**config.mk**
```make
export PLATFORM = sky130hd
export DESIGN_NAME = apb_mem_slave_p
export DESIGN_NICKNAME = d
export VERILOG_FILES = /design/src/rtl/apb_mem_slave_p.sv
export SDC_FILE = /design/constraint.sdc
export NUM_CORES = 1
export LEC_CHECK = 0
export BUFFER_PORTS_ARGS = -buffer_cell sky130_fd_sc_hd__buf_2
export CORE_MARGIN = 1.5
export CORE_UTILIZATION = 60
export DETAILED_ROUTE_END_ITERATION = 12
export PLACE_DENSITY = 0.89
export SETUP_SLACK_MARGIN = 0.5
export SLEW_MARGIN = 15
export SYNTH_ARGS = -nofsm -noshare
export SYNTH_HDL_FRONTEND = slang
export SYNTH_SLANG_ARGS = --single-unit
```
**constraint.sdc**
```tcl
create_clock -name pclk -period 5.91 [get_ports pclk]
set_input_delay 0.591 -clock pclk [delete_from_list [all_inputs] [get_ports pclk]]
set_output_delay 0.591 -clock pclk [all_outputs]
set_load 0.03 [all_outputs]
```
**src/rtl/apb_mem_slave_p.sv**
```systemverilog
// APB slave memory: configurable width/depth, byte strobes, programmable wait states,
// address-error response, protocol-error response and transfer abort.
module apb_mem_slave_p #(
    parameter int unsigned DATA_W      = 32,
    parameter int unsigned DEPTH       = 16,
    parameter int unsigned ADDR_W      = 32,
    parameter int unsigned WAIT_STATES = 0
) (
    input  logic                pclk,
    input  logic                prset,
    input  logic                psel,
    input  logic                penable,
    input  logic                pwrite,
    input  logic [ADDR_W-1:0]   paddr,
    input  logic [DATA_W-1:0]   pwdata,
    input  logic [DATA_W/8-1:0] pstrb,
    output logic                pready,
    output logic [DATA_W-1:0]   prdata,
    output logic                pslverr
);

    localparam int unsigned     NBytes  = DATA_W / 8;
    localparam int unsigned     ByteOff = $clog2(NBytes);
    localparam int unsigned     IdxW    = $clog2(DEPTH);
    localparam logic [3:0]      WaitCnt = 4'(WAIT_STATES);
    // Works for DATA_W=8 too, where there are no byte-offset bits.
    localparam logic [ADDR_W-1:0] LowMask = ADDR_W'((64'd1 << ByteOff) - 64'd1);
    localparam logic [ADDR_W-1:0] DepthA  = ADDR_W'(DEPTH);

    typedef enum logic [1:0] {StIdle, StSetup, StAccess} state_e;

    state_e            state_q, state_d;
    logic              write_q, write_d;
    logic [IdxW-1:0]   idx_q, idx_d;
    logic              aerr_q, aerr_d;
    logic [3:0]        cnt_q, cnt_d;
    logic [DATA_W-1:0] mem_q [DEPTH];
    logic [DATA_W-1:0] mem_d [DEPTH];

    logic [ADDR_W-1:0] word_addr;
    logic              addr_err;
    logic              complete;

    assign word_addr = paddr >> ByteOff;
    assign addr_err  = (word_addr >= DepthA) || ((paddr & LowMask) != '0);

    // FSM next-state, transfer attribute latching and handshake outputs.
    always_comb begin
        state_d  = state_q;
        write_d  = write_q;
        idx_d    = idx_q;
        aerr_d   = aerr_q;
        cnt_d    = cnt_q;
        pready   = 1'b0;
        pslverr  = 1'b0;
        complete = 1'b0;
        unique case (state_q)
            StIdle: begin
                if (psel && !penable) begin
                    state_d = StSetup;
                end else if (psel && penable) begin
                    // Access phase without a setup phase: reject, touch nothing.
                    pready  = 1'b1;
                    pslverr = 1'b1;
                end
            end
            StSetup: begin
                write_d = pwrite;
                idx_d   = word_addr[IdxW-1:0];
                aerr_d  = addr_err;
                cnt_d   = '0;
                if (!psel) begin
                    state_d = StIdle;
                end else if (penable) begin
                    state_d = StAccess;
                end
            end
            StAccess: begin
                if (!psel) begin
                    state_d = StIdle;
                end else if (cnt_q != WaitCnt) begin
                    cnt_d = cnt_q + 4'd1;
                end else begin
                    complete = 1'b1;
                    pready   = 1'b1;
                    pslverr  = aerr_q;
                    state_d  = penable ? StIdle : StSetup;
                end
            end
            default: state_d = StIdle;
        endcase
    end

    // Read data is only driven in a good read completion cycle.
    always_comb begin
        prdata = '0;
        if (complete && !write_q && !aerr_q) begin
            prdata = mem_q[idx_q];
        end
    end

    // Byte-strobed write of the latched word on a good write completion.
    always_comb begin
        mem_d = mem_q;
        if (complete && write_q && !aerr_q) begin
            for (int unsigned b = 0; b < NBytes; b++) begin
                if (pstrb[b]) begin
                    mem_d[idx_q][8*b +: 8] = pwdata[8*b +: 8];
                end
            end
        end
    end

    // State register with synchronous active-low reset.
    always_ff @(posedge pclk) begin
        if (!prset) begin
            state_q <= StIdle;
            write_q <= 1'b0;
            idx_q   <= '0;
            aerr_q  <= 1'b0;
            cnt_q   <= '0;
        end else begin
            state_q <= state_d;
            write_q <= write_d;
            idx_q   <= idx_d;
            aerr_q  <= aerr_d;
            cnt_q   <= cnt_d;
        end
    end

    // Storage is not cleared by reset, but a write coinciding with reset is dropped.
    always_ff @(posedge pclk) begin
        if (prset) begin
            mem_q <= mem_d;
        end
    end

endmodule

```
==> summary.md <==
| Metric | Value |
|---|---|
| Net Count, Synth | `about 1,200` |
| Critical path's top delay family | `flip-flops` |
| Hold path start | `paddr[2]` |
| Final Max Tran Viols | `0` |
| First-iteration detailed-routing DRC count | `1,429` |
| Antenna violations before repair | `1` |
| Internal Pwr Total | `5.92 mW` |
| Syn Std Cell Area | `between 20,000 and 25,000 sq um` |
| CP Max Fanout | `57` |
| Crit-path cells | `buf_4 > mux4_2 > nor2b_1 > a211oi_1 > a211oi_1 > buf_2` |
| Max IR drop VDD | `251 uV` |
| Die X | `193 um` |
| Post-Route WL | `48,700 um` |
| DP HPWL | `around 29,000 um` |
| Final setup violation count | `0` |
| Cells after synthesis | `1,147` |
| Area delta synth->final | `12.0%` |
| Initial core utilization | `0.611` |
| Clock Path Buffers | `3` |
| CP arrival | `roughly 3500 ps` |
| Placed Instances | `1,669` |
| H-tree lvl count | `2` |
| Seq cells post-synth | `524` |
| Routability congestion estimate | `around 0.84` |
| Startpoint types | `register` |
| Setup TNS | `0 ps` |
| Worst R2R End | `mem_q[272]` |
| Static leakage | `7.89 nW` |
| Crit Path Class | `register to primary output` |
| Status | `complete, no violations` |
| Worst Setup End Kind | `primary output` |
| Critical path data required time | `between 5000 and 6000 ps` |
| WL per Instance | `27.7 um` |
| # hold bufs at CTS | `0` |
| Final Hold Fails | `0` |
| IO buf count | `106` |
| Die Area | `37,400 sq um` |
| Residual DRC | `0` |
| CP dominant cell by count | `a211oi_1` |
| First-pass GRT wire length | `73,300 um` |
| RSZ-0062 raised after global routing | `false` |
| Worst Skew | `20.8 ps` |
| Postcts setup bufs | `0` |
| Clk Tree Root Cell | `clkbuf_16` |
| I/O pin count | `107` |
| Reg2reg path depth | `4` |
| Via density | `6.57` |
| FFs w/ async S/R, synth | `0` |
| Worst Path Buf+Inv | `2` |
| Post-CTS resize count | `0` |
| # rows | `between 60 and 70` |
| Cell variety after synth | `40` |
| Drt pass-1 iters | `5` |
| Skew-Pair Late Insertion Delay | `590 ps` |
| Tot GR Track Use | `0.263` |
| R2R setup slack | `2410 ps` |
| Sequential share of power | `0.547` |
| CTS Sinks | `524` |
| Leading cell type in the layout, fill and taps excluded | `edfxtp_1` |
| Met3 Usage GRT | `0.0464` |
| R2R Path Start | `idx_q[0]` |
| Met1 Use GR | `0.354` |
| Ys flop type | `edfxtp_1` |
| Vias after detailed routing | `between 10,000 and 15,000` |
| Vias in the first global route | `11,900` |
| Congestion Overflow GR | `0` |
| Die Ht | `193 um` |
| Most used routing layer | `met2` |
| Clock slew at reported path FFs | `60 ps` |
| Sw Share | `0.205` |
| Critical-path top delay cell | `dfxtp_4` |
| EDFF count, synth | `a little over 500` |
| Psw | `1.53 mW` |
| Synth area leader | `edfxtp_1` |
| Diode count | `0` |
| Fmax achieved | `0.243 GHz` |
| Pin count of the biggest net entering global routing | `76` |
| Top post-synthesis cells by area | `edfxtp_1 (71%), mux4_2 (13%), and2_1 (3.7%)` |
| DP Area | `22,700 sq um` |
| Most frequent cells in the layout | `edfxtp_1 (512), and2_1 (130), mux4_2 (129)` |
| Worst setup margin | `1790 ps` |
| Clk network pwr share | `0.422` |
| Max-cap violations | `0` |
| Tmin final | `4120 ps` |
| Worst hold path depth | `3` |
| CTS tree | `done` |
| Crit-path max cell delay | `970 ps` |
| Post-Place Setup Slack | `2320 ps` |
| Hold EP | `idx_q[0]` |
| Warnings from Yosys | `0` |
| Core area | `35,600 sq um` |
| HP Class | `primary input to register` |
| Worst-margin pin slew | `1110 ps` |
| Final-stage net count | `1,335` |
| Tot Pwr | `7.45 mW` |
| Post-route ant nets | `0` |
| Cts bufs inserted | `50` |
| Post-Layout Cell Count | `1,759` |
| Share of cells above drive strength 1 | `0.299` |
| Worst rel slew slack | `0.257` |
| Logic pwr share | `0.030` |
| Post-route cell area | `24,300 sq um` |
| Power Dens Cells | `306 nW/um^2` |
| Yosys top cell area share | `0.708` |
| GR Layer Usage met2 | `0.438` |
| Synthesized area per cell | `18.9 sq um` |
| Register area share after synthesis | `0.719` |
| Tcrit/Tclk final | `0.697` |
==> tightest hold or removal path, cell delays in order <==
cell      delay [ps]
buf_2            100
nand2_1           60
a21boi_0          70
==> synthesized netlist by cell type (2+ instances only) <==
cell type and instances:
mux4_2 129, o21ai_0 2, nor4_1 7, buf_1 3
nor2b_1 33, and2_1 130, or2_2 2, nand4_1 3
buf_4 16, ha_1 2, inv_1 2, buf_6 10
a211oi_1 62, xor2_1 2, nand3b_2 2, and3_1 2
nand2_1 19, nor3_1 44, nand3b_1 2, nor2_1 25
nand3_1 2, nand2_2 3, nor3_2 18, mux2i_1 31
buf_2 21, nand2b_1 6, dfxtp_1 12, clkbuf_1 30
a21boi_0 5, edfxtp_1 512
==> worst max-delay path by stage <==
stage,from,to,slack (ps),cells after the start
3_3_place_gp,idx_q[0],prdata[14],2440,6
6_report,idx_q[0],prdata[14],1790,6
3_5_place_dp,idx_q[0],mem_q[407],2320,3
2_1_floorplan,cnt_q[0],prdata[0],3110,8
5_1_grt,idx_q[0],prdata[8],1650,6
4_1_cts,idx_q[0],prdata[11],1760,6
==> metal layers <==
layer | vias up | wire [um]
li1 | 4812 | -
met1 | 5888 | 17800
met2 | 732 | 24600
met3 | 128 | 4590
met4 | 2 | 1710
met5 | - | 13
==> metrics by stage <==
step | utilization | hold slack, ps
final | 0.684 | 272
after global routing | 0.684 | 278
after CTS | 0.683 | 263
after detailed placement | 0.638 | 484
after global placement | 0.638 | 473
after floorplan | - | 457
==> layout make-up <==
type,count,area (sq um)
Clock inverter,32,309
Timing Repair Buffer,141,806
Multi-Input combinational cell,541,5730
Inverter,2,7.51
Tap cell,461,577
Fill cell,2116,11200
Sequential cell,524,15600
Clock buffer,58,1280
==> logic make-up after synthesis <==
kind of cell	synth area share
flip-flops	0.719
AND/OR/NAND/NOR	0.0845
multiplexers	0.148
buffers and inverters	0.0216
AO/OA/AOI/OAI	0.0253
XOR/XNOR	0.000806
adder cells (fa/ha/maj)	0.00115
==> sequential cells by signal (all words and copies together) (netlist names) <==
signal   flops
aerr_q       1
state_q      2
cnt_q        4
idx_q        4
mem_q      512
write_q      1
==> power by group through the flow <==
stage	Sequential (mW)	Combinational [mW]	Clock (mW)
2_1_floorplan	4.14	0.140	0
3_3_place_gp	4.16	0.211	0
3_5_place_dp	4.16	0.221	0
4_1_cts	4.08	0.225	3.16
5_1_grt	4.08	0.242	3.30
6_report	4.08	0.226	3.15
Note: power is estimated with default switching activity, not from simulation.
